$ cat config.mk
export PLATFORM = sky130hd
export DESIGN_NAME = shifter_pipe
export DESIGN_NICKNAME = d
export VERILOG_FILES = /design/src/rtl/shifter_pkg.sv /design/src/rtl/shifter_stage.sv /design/src/rtl/shifter_pipe.sv
export SDC_FILE = /design/constraint.sdc
export NUM_CORES = 1
export LEC_CHECK = 0
export CORE_AREA = 2 2 139 141
export CTS_BUF_LIST = sky130_fd_sc_hd__clkbuf_4 sky130_fd_sc_hd__clkbuf_8
export CTS_CLUSTER_DIAMETER = 150
export DETAILED_ROUTE_END_ITERATION = 8
export DIE_AREA = 0 0 141 143
export GPL_ROUTABILITY_DRIVEN = 0
export PLACE_DENSITY_LB_ADDON = 0.12
export SLEW_MARGIN = 20
export SYNTH_ARGS = -nofsm -noshare
export SYNTH_HDL_FRONTEND = slang
export SYNTH_SLANG_ARGS = --single-unit
$ cat constraint.sdc
create_clock -name clk_i -period 2.4 [get_ports clk_i]
set_input_delay 0.48 -clock clk_i [delete_from_list [all_inputs] [get_ports clk_i]]
set_output_delay 0.48 -clock clk_i [all_outputs]
set_load 0.01 [all_outputs]
$ cat src/rtl/shifter_pkg.sv
// Shared opcode encoding and opcode classification helpers for the pipelined shifter.
// Used by shifter_stage and shifter_pipe.
package shifter_pkg;

  typedef enum logic [2:0] {
    SHIFT_SRL = 3'd0,
    SHIFT_SRA = 3'd1,
    SHIFT_SLL = 3'd2,
    SHIFT_ROR = 3'd3,
    SHIFT_ROL = 3'd4
  } shift_op_e;

  function automatic logic is_valid_op(input logic [2:0] op);
    return op <= SHIFT_ROL;
  endfunction

  // Left ops run through the right-shift datapath on bit-reversed data.
  function automatic logic is_left_op(input logic [2:0] op);
    return (op == SHIFT_SLL) || (op == SHIFT_ROL);
  endfunction

endpackage

$ cat src/rtl/shifter_stage.sv
// One pipeline slot: NUM_LVL right-shift mux levels starting at FIRST_LVL, then the slot register.
// The LAST slot also applies the saturation fill and undoes the left-op bit reversal.
module shifter_stage
  import shifter_pkg::*;
#(
  parameter int WIDTH     = 32,
  parameter int TAG_W     = 4,
  parameter int FIRST_LVL = 0,
  parameter int NUM_LVL   = 1,
  parameter bit LAST      = 1'b0,
  localparam int AW       = $clog2(WIDTH)
) (
  input  logic             clk_i,
  input  logic             rst_ni,
  input  logic             in_valid_i,
  output logic             in_ready_o,
  input  logic [WIDTH-1:0] in_data_i,
  input  logic [AW-1:0]    in_amt_i,
  input  logic [2:0]       in_op_i,
  input  logic [TAG_W-1:0] in_tag_i,
  input  logic             in_err_i,
  input  logic             in_sign_i,
  input  logic             in_sat_i,
  output logic             out_valid_o,
  input  logic             out_ready_i,
  output logic [WIDTH-1:0] out_data_o,
  output logic [AW-1:0]    out_amt_o,
  output logic [2:0]       out_op_o,
  output logic [TAG_W-1:0] out_tag_o,
  output logic             out_err_o,
  output logic             out_sign_o,
  output logic             out_sat_o
);

  logic             valid_q;
  logic [WIDTH-1:0] data_q, data_d;
  logic [AW-1:0]    amt_q, amt_d;
  logic [2:0]       op_q;
  logic [TAG_W-1:0] tag_q;
  logic             err_q, sign_q, sat_q;
  logic             load;

  assign in_ready_o = !valid_q || out_ready_i;
  assign load       = in_valid_i && in_ready_o;

  // The rotate term uses WIDTH-sh with sh < WIDTH, so no shift-by-WIDTH ever occurs.
  function automatic logic [WIDTH-1:0] shiftLevel(input logic [WIDTH-1:0] d, input int sh,
                                                  input logic [2:0] op, input logic sign);
    logic [WIDTH-1:0] r;
    r = d >> sh;
    if (op == SHIFT_SRA && sign) r = r | ~({WIDTH{1'b1}} >> sh);
    if (op == SHIFT_ROR || op == SHIFT_ROL) r = r | (d << (WIDTH - sh));
    return r;
  endfunction

  function automatic logic [WIDTH-1:0] reverseBits(input logic [WIDTH-1:0] d);
    logic [WIDTH-1:0] r;
    for (int i = 0; i < WIDTH; i++) r[i] = d[WIDTH-1-i];
    return r;
  endfunction

  always_comb begin
    data_d = in_data_i;
    amt_d  = in_amt_i;
    for (int k = 0; k < NUM_LVL; k++) begin
      if (in_amt_i[FIRST_LVL+k]) data_d = shiftLevel(data_d, 1 << (FIRST_LVL + k), in_op_i, in_sign_i);
      amt_d[FIRST_LVL+k] = 1'b0;
    end
    if (LAST) begin
      if (in_sat_i) data_d = (in_op_i == SHIFT_SRA && in_sign_i) ? '1 : '0;
      if (is_left_op(in_op_i)) data_d = reverseBits(data_d);
    end
  end

  always_ff @(posedge clk_i or negedge rst_ni) begin
    if (!rst_ni) begin
      valid_q <= 1'b0;
      data_q  <= '0;
      amt_q   <= '0;
      op_q    <= '0;
      tag_q   <= '0;
      err_q   <= 1'b0;
      sign_q  <= 1'b0;
      sat_q   <= 1'b0;
    end else begin
      if (in_ready_o) valid_q <= in_valid_i;
      if (load) begin
        data_q <= data_d;
        amt_q  <= amt_d;
        op_q   <= in_op_i;
        tag_q  <= in_tag_i;
        err_q  <= in_err_i;
        sign_q <= in_sign_i;
        sat_q  <= in_sat_i;
      end
    end
  end

  assign out_valid_o = valid_q;
  assign out_data_o  = data_q;
  assign out_amt_o   = amt_q;
  assign out_op_o    = op_q;
  assign out_tag_o   = tag_q;
  assign out_err_o   = err_q;
  assign out_sign_o  = sign_q;
  assign out_sat_o   = sat_q;

endmodule

$ cat src/rtl/shifter_pipe.sv
// Pipelined barrel shifter/rotator with valid/ready handshake and pass-through tag.
// Optional macro SHIFTER_PIPE_SAT_AMT_EN: amounts >= WIDTH saturate SRL/SRA/SLL instead of wrapping.
module shifter_pipe
  import shifter_pkg::*;
#(
  parameter int WIDTH  = 32,
  parameter int STAGES = 2,
  parameter int TAG_W  = 4
) (
  input  logic                     clk_i,
  input  logic                     rst_ni,
  input  logic                     in_valid_i,
  output logic                     in_ready_o,
  input  logic [WIDTH-1:0]         in_data_i,
  input  logic [$clog2(WIDTH):0]   in_amt_i,
  input  logic [2:0]               in_op_i,
  input  logic [TAG_W-1:0]         in_tag_i,
  output logic                     out_valid_o,
  input  logic                     out_ready_i,
  output logic [WIDTH-1:0]         out_data_o,
  output logic [TAG_W-1:0]         out_tag_o,
  output logic                     out_err_o
);

  localparam int L   = $clog2(WIDTH);
  localparam int LPS = (L + STAGES - 1) / STAGES;

  logic             validPipe [STAGES+1];
  logic             readyPipe [STAGES+1];
  logic [WIDTH-1:0] dataPipe  [STAGES+1];
  logic [L-1:0]     amtPipe   [STAGES+1];
  logic [2:0]       opPipe    [STAGES+1];
  logic [TAG_W-1:0] tagPipe   [STAGES+1];
  logic             errPipe   [STAGES+1];
  logic             signPipe  [STAGES+1];
  logic             satPipe   [STAGES+1];

  logic [WIDTH-1:0] entryRev;
  logic             entryErr;
  logic             entrySat;
  logic             unusedTail;

  for (genvar i = 0; i < WIDTH; i++) begin : g_rev
    assign entryRev[i] = in_data_i[WIDTH-1-i];
  end

  // Reserved opcodes get a zero amount so the data flows through untouched.
  assign entryErr = !is_valid_op(in_op_i);

`ifdef SHIFTER_PIPE_SAT_AMT_EN
  assign entrySat = in_amt_i[L] &&
                    (in_op_i == SHIFT_SRL || in_op_i == SHIFT_SRA || in_op_i == SHIFT_SLL);
`else
  logic unusedAmtMsb;
  assign entrySat     = 1'b0;
  assign unusedAmtMsb = in_amt_i[L];
`endif

  assign validPipe[0] = in_valid_i;
  assign dataPipe[0]  = is_left_op(in_op_i) ? entryRev : in_data_i;
  assign amtPipe[0]   = entryErr ? '0 : in_amt_i[L-1:0];
  assign opPipe[0]    = in_op_i;
  assign tagPipe[0]   = in_tag_i;
  assign errPipe[0]   = entryErr;
  assign signPipe[0]  = in_data_i[WIDTH-1];
  assign satPipe[0]   = entrySat;

  assign readyPipe[STAGES] = out_ready_i;
  assign in_ready_o        = readyPipe[0];

  // Levels are split LSB-first; early slots take LPS levels each, the last takes whatever is left.
  for (genvar s = 0; s < STAGES; s++) begin : g_stage
    localparam int FIRST = (s * LPS < L) ? s * LPS : L;
    localparam int NUM   = (s == STAGES - 1) ? (L - FIRST) : ((L - FIRST < LPS) ? (L - FIRST) : LPS);

    shifter_stage #(
      .WIDTH    (WIDTH),
      .TAG_W    (TAG_W),
      .FIRST_LVL(FIRST),
      .NUM_LVL  (NUM),
      .LAST     (s == STAGES - 1)
    ) u_stage (
      .clk_i      (clk_i),
      .rst_ni     (rst_ni),
      .in_valid_i (validPipe[s]),
      .in_ready_o (readyPipe[s]),
      .in_data_i  (dataPipe[s]),
      .in_amt_i   (amtPipe[s]),
      .in_op_i    (opPipe[s]),
      .in_tag_i   (tagPipe[s]),
      .in_err_i   (errPipe[s]),
      .in_sign_i  (signPipe[s]),
      .in_sat_i   (satPipe[s]),
      .out_valid_o(validPipe[s+1]),
      .out_ready_i(readyPipe[s+1]),
      .out_data_o (dataPipe[s+1]),
      .out_amt_o  (amtPipe[s+1]),
      .out_op_o   (opPipe[s+1]),
      .out_tag_o  (tagPipe[s+1]),
      .out_err_o  (errPipe[s+1]),
      .out_sign_o (signPipe[s+1]),
      .out_sat_o  (satPipe[s+1])
    );
  end

  assign out_valid_o = validPipe[STAGES];
  assign out_data_o  = dataPipe[STAGES];
  assign out_tag_o   = tagPipe[STAGES];
  assign out_err_o   = errPipe[STAGES];

  assign unusedTail = ^{amtPipe[STAGES], opPipe[STAGES], signPipe[STAGES], satPipe[STAGES]};

endmodule

**Word-level counts from Yosys, hierarchy flattened**

Index checks and enable logic that the tools add are counted.

- Logic and storage cells: 61
- Memories kept: 0
- Bits in read-only memories: 0
- Bits of input ports: 49
- Latch bits: 0
- Memory bits (writable): 0
- Output and inout port bits: 39
- Bits in registers: 82

- Bitwise gates (word level): 5
- Mux-type cells: 23
- Div/mod/pow operators: 0
- Multiply operators: 0
- Eq/ne operators: 8
- Order comparisons: 1
- $add $sub $neg: 0
- Reduce and logical (&&, ||, !) cells: 13
- Shift operators: 0

Operator list:

| cell | number |
|---|---|
| $mux 32 | 22 |
| $or 32x32->32 | 5 |
| $eq 3x2->1 const B | 4 |
| $eq 3x1->1 const B | 2 |
| $eq 3x3->1 const B | 2 |
| $logic_or 1x1->1 | 6 |
| $mux 5 | 1 |
| $logic_and 1x1->1 | 4 |
| $le 3x3->1 const B | 1 |
| $logic_not 1->1 | 3 |

**Depth between registers and ports, before layout**

- Depth after elaboration: 18
- Gate-level depth with buffers: 9
- Mapped depth without buffers: 6

**By module**

A second synthesis with hierarchy kept.

- Cell total of the unflattened synthesis: 654
- Area, all modules: 6592.6 um2

Modules (own cells, without submodules):

| module | sequential area each (um2) | times used | area each (um2) | cells each |
|---|---|---|---|---|
| shifter_stage (g_stage[1].u_stage) | 1151.1 | 1 | 3118.0 | 344 |
| shifter_stage (g_stage[0].u_stage) | 1126.1 | 1 | 2904.0 | 265 |
| shifter_pipe | 0.0 | 1 | 570.5 | 45 |

**Worst setup path before layout**

No wires, ideal clock.

- Path type: input to register
- From: in in_op_i[0]
- To: reg g_stage[0].u_stage.data_q[2]
- Data required time: 2274 ps
- Path slack: 280 ps
- Arrival: 1994 ps
- Path buffers: 3
- Library setup time: 126 ps
- Cell stages on the path: 9
- Cell sequence: buf_2 > o21a_1 > buf_4 > nor2_1 > buf_2 > nand3_1 > a32o_1 > and2_0 > a221o_1

- Cells in the longest elaborated chain, start to end: 18
- Elaborated cells between the ends (all ways): 23
- Those cells by class: 1 x order compare; 3 x eq/ne; 14 x mux; 3 x bitwise; 2 x reduce/logical

RTL lines:

| what | line | source |
|---|---|---|
| from (decl) | shifter_pipe.sv:16 | `input logic [2:0] in_op_i,` |
| $eq 3x2->1 / $eq 3x3->1 (equally long branches) | shifter_pkg.sv:19, shifter_stage.sv:52 |  |
| $logic_or 1x1->1 | shifter_pkg.sv:19 | `return (op == SHIFT_SLL) \|\| (op == SHIFT_ROL);` |
| $mux 32 | shifter_pipe.sv:60 | `assign dataPipe[0] = is_left_op(in_op_i) ? entryRev : in_data_i;` |
| $mux 32 | shifter_stage.sv:51 | `if (op == SHIFT_SRA && sign) r = r \| ~({WIDTH{1'b1}} >> sh);` |
| $mux 32 | shifter_stage.sv:66 | `if (in_amt_i[FIRST_LVL+k]) data_d = shiftLevel(data_d, 1 << (FIRST_LVL + k), in_op_i, in_sign_i);` |
| $or 32x32->32 | shifter_stage.sv:52 | `if (op == SHIFT_ROR \|\| op == SHIFT_ROL) r = r \| (d << (WIDTH - sh));` |
| $mux 32 | shifter_stage.sv:52 |  |
| $mux 32 | shifter_stage.sv:66 |  |
| [... 2 more ...] | n/a |  |
| $or 32x32->32 | shifter_stage.sv:52 |  |
| $mux 32 | shifter_stage.sv:52 |  |
| $mux 32 | shifter_stage.sv:66 |  |
| $mux 32 | shifter_stage.sv:51 |  |
| $mux 32 | shifter_stage.sv:66 |  |
| $or 32x32->32 | shifter_stage.sv:52 |  |
| $mux 32 | shifter_stage.sv:52 |  |
| $mux 32 * | shifter_stage.sv:66 |  |
| to (signal assigned) | shifter_stage.sv:88 | `data_q <= data_d;` |
| to (decl) | shifter_stage.sv:36 | `logic [WIDTH-1:0] data_q, data_d;` |

Every way passes the cells marked *; elsewhere a longest branch is shown, timed or not. The select of a mux whose other input is x is not followed.
A chain may end at the register's enable or synchronous reset.

**Worst setup path after layout**

- From: in out_ready_i
- To: out in_ready_o

- Cells in the longest elaborated chain, start to end: 2

RTL lines:

| what | line | source |
|---|---|---|
| from (decl) | shifter_pipe.sv:19 | `input logic out_ready_i,` |
| $logic_or 1x1->1 (2 in a row) | shifter_stage.sv:43 | `assign in_ready_o = !valid_q \|\| out_ready_i;` |
| to (decl) | shifter_pipe.sv:13 | `output logic in_ready_o,` |

Every way passes these cells.

==> results.txt <==
In the layout the commonest cells are 131 x sky130_fd_sc_hd__buf_4, 111 x sky130_fd_sc_hd__nand2_1, 97 x sky130_fd_sc_hd__nor2_1. The deepest level of the CTS H-tree is 3. Each instance of the synthesized netlist takes up on average 7.96 um2. The clock tree skew after final layout is approximately 0.0083 ns. The post-route antenna net violation count came out at 0. The area growth from synthesis to final layout came out at 26.4%. Static timing analysis puts the maximum clock frequency at 459 MHz. The total negative setup slack came out at 0 ns. The headroom to the max-slew limit came out at 51.5%.

Data on the critical path arrives at its endpoint at 1.70 ns. The cell area after synthesis is around 0.0073 mm2. The area of the placeable core came out at 0.0186 mm2. Using the TritonRoute via totals, the vias-per-cell ratio works out to slightly below 6.

After clock tree synthesis, the clock-pin slew on the worst setup and hold paths is 0.08 ns. The critical path is of the primary input to output pin type. The post-placement worst setup slack came out at -0.417 ns.

Entering global routing, the biggest net connects 65 pins. For this design, the slowest cell found on the critical path is sky130_fd_sc_hd__clkdlybuf4s50_1. The power per cell area is 648 mW/mm2. The area taken by flip-flops and latches is 0.00205 mm2. The worst hold path belongs to the class primary input to async pin. CTS placed an instance of sky130_fd_sc_hd__clkbuf_8 at the clock tree root. The post-route worst setup slack came out at ~0.22 ns. The wire length per cell after detailed routing came out at roughly 19 um. The required arrival time at the worst endpoint is 1.92 ns.

The total routing resource utilization after global routing came out at around a quarter. The x dimension of the die is 141 um. The clock latency on the worst-skew pair came out at ~0.36 ns. The peak supply drop came out at ~0.26 mV. The number of antenna violations at the first check in global routing came out at 0. The clock period minus final worst setup slack is between 2 and 2.5 ns.

The number of setup violations in the final report is 0. The number of clock sinks came out at 82. The final global-route overflow total came out at 0.

For this run, the detailed router's first-pass iteration total came to 5. The dominant register cell in the synthesized netlist is sky130_fd_sc_hd__dfrtp_1. The count of input and output buffers is 86. The layout filler cell count came out at 1858. The delay of the slowest cell on the worst path is 0.57 ns.

The top-level port count is 88. The HPWL after detailed placement is between 15000 and 20000 um. The instance count of the mapped netlist came out at a little over 900.

The net count after synthesis is around 970. The number of cell rows came out at 50. The floorplan die area is 0.0202 mm2. The library cell used most frequently in the layout, excluding fill and tap cells, is sky130_fd_sc_hd__buf_4. The number of register bits inferred by synthesis is 82. The wire length of the first global-routing pass came out at just under 40000 um. Setup repair after global routing left no endpoint under its margin. The critical path contains buffers and inverters numbering 2 combined. The number of remaining DRC errors is 0. The number of synthesized flops with an enable pin came out at 0. For this run, asynchronously set or reset flops after synthesis account for 100%. For this block, the routed nets add up to 24300 um of wire. The footprint of the multi-input gates is 0.00468 mm2.

The via count of the first global-routing pass is between 6k and 7k. The count of distinct cell types in the synthesized netlist is between 60 and 70. At the pin with the least slew margin, the transition time is 0.721 ns. The number of vias in the routed layout came out at 7443. Traced cell by cell, the critical path runs through clkdlybuf4s50_1 > nand3b_1 > clkdlybuf4s50_1. On the critical path the largest part of the delay comes from buffers and inverters.

The type of element launching the critical path is a primary input. The max-slew violation count was 0. The maximum number of buffers from clock root to sink is 2. The dominant cell type by count on the critical path is sky130_fd_sc_hd__clkdlybuf4s50_1. The first routing iteration left 638 violations.

The hold violation total from the final report is 0. Counting the buffers created by CTS gives 9. The part of the Yosys area used for sequential elements came out at 28.0%.

The flow ran to the end, and the final reports show no timing, DRC or antenna violations. The final net count is 1088. The count of inserted antenna diode cells came out at 0. The worst hold margin came out at 0.0652 ns. The kind of end point of the critical path is an output pin.

The part of the cycle the worst path needs is 90.7%. Max-cap violations in this run came to 0. In this run the worst path has a maximum fanout of 4. The number of warnings printed during yosys synthesis came out at 0. The clock tree from TritonCTS is built.

The floorplan die height came out at roughly 140 um. The leakage component of the power came out at 3.84 nW. The final core utilization is 49.8%. The fraction of final layout cells with drive strength greater than 1 is 23.9%. The initial standard-cell utilization of the core is roughly two fifths.
-- through the flow --
stage / instances / power, mW / area (um2)
finish: 1278 / 5.99 / 9250
global route: 1278 / 6.41 / 9250
CTS: 1274 / 5.98 / 9110
detailed placement: 1258 / 4.95 / 8900
global placement: 1258 / 4.92 / 8900
floorplan: 919 / 3.93 / 7320
-- path summary, 6_finish.rpt --
path	from	end	slack, ns	depth (start not counted)
max in group asynchronous	rst_ni	g_stage[1].u_stage.out_data_o[31]$_DFFE_PN0P_	1.62	2
worst min-delay path	rst_ni	g_stage[1].u_stage.out_tag_o[2]$_DFFE_PN0P_	0.07	1
worst max-delay path	out_ready_i	in_ready_o	0.22	3
min in group clk_i	g_stage[0].u_stage.out_tag_o[3]$_DFFE_PN0P_	g_stage[0].u_stage.out_tag_o[3]$_DFFE_PN0P_	0.47	2
worst max register to register	g_stage[0].u_stage.out_op_o[2]$_DFFE_PN0P_	g_stage[1].u_stage.out_data_o[15]$_DFFE_PN0P_	0.41	7
worst min register to register	g_stage[0].u_stage.out_tag_o[3]$_DFFE_PN0P_	g_stage[0].u_stage.out_tag_o[3]$_DFFE_PN0P_	0.47	2
-- registers in the layout, summed over array words and instances, names as in the netlist --
signal	cells
g_stage.u_stage.out_valid_o	2
g_stage.u_stage.out_sign_o	1
g_stage.u_stage.out_tag_o	8
g_stage.u_stage.out_err_o	2
g_stage.u_stage.out_op_o	3
g_stage.u_stage.out_data_o	64
g_stage.u_stage.out_amt_o	2
-- synth_stat cells (22+ instances only) --
cell,instances,area share [%]
sky130_fd_sc_hd__dfrtp_1,82,28
sky130_fd_sc_hd__buf_2,29,2.0
sky130_fd_sc_hd__mux2_2,41,6.3
sky130_fd_sc_hd__buf_4,36,3.7
sky130_fd_sc_hd__a21oi_1,61,4.2
sky130_fd_sc_hd__o21ai_0,68,4.7
sky130_fd_sc_hd__mux2i_1,40,5.5
sky130_fd_sc_hd__nand2_1,112,5.7
sky130_fd_sc_hd__clkbuf_1,41,2.1
sky130_fd_sc_hd__a31oi_1,22,1.9
sky130_fd_sc_hd__nor2_1,98,5.0
-- report_power, final --
part / leakage (nW) / internal [mW] / switching [mW]
clock: 0.106 / 0.518 / 0.510
combinational: 2.73 / 1.47 / 1.42
sequential: 0.997 / 1.75 / 0.317
total: 3.84 / 3.74 / 2.25
-- routing by layer --
layer / vias up / GRT usage (%) / share of wire (%) / wire (um)
met2: 279 / 40.4 / 47 / 11300
met1: 3497 / 33.9 / 46 / 11200
met5: - / 0 / 0 / 0
met4: 0 / 5.68 / 1.7 / 414
met3: 33 / 2.38 / 5.4 / 1300
li1: 3634 / - / - / -
-- cell type report --
class,instances,area share (%)
Clock buffer,11,1.57
Clock inverter,5,0.582
Inverter,9,0.365
Multi-Input combinational cell,712,50.6
Sequential cell,82,22.2
Tap cell,234,3.17
Timing Repair Buffer,225,21.5
-- cells by family after synthesis --
logic type | share of synthesized area (%)
AO/OA/AOI/OAI | 28.5
XOR/XNOR | 0.718
buffers and inverters | 9.47
flip-flops | 28.0
multiplexers | 13.9
AND/OR/NAND/NOR | 19.4
-- what timing repair did --
action / in CTS / in global routing
hold buffers: 0 / 0
setup buffers: 0 / 4
pin swaps: 0 / 1
gates resized for setup: 3 / 25
setup endpoints to repair: 6 / 31
(Power assumes the default switching activity.)
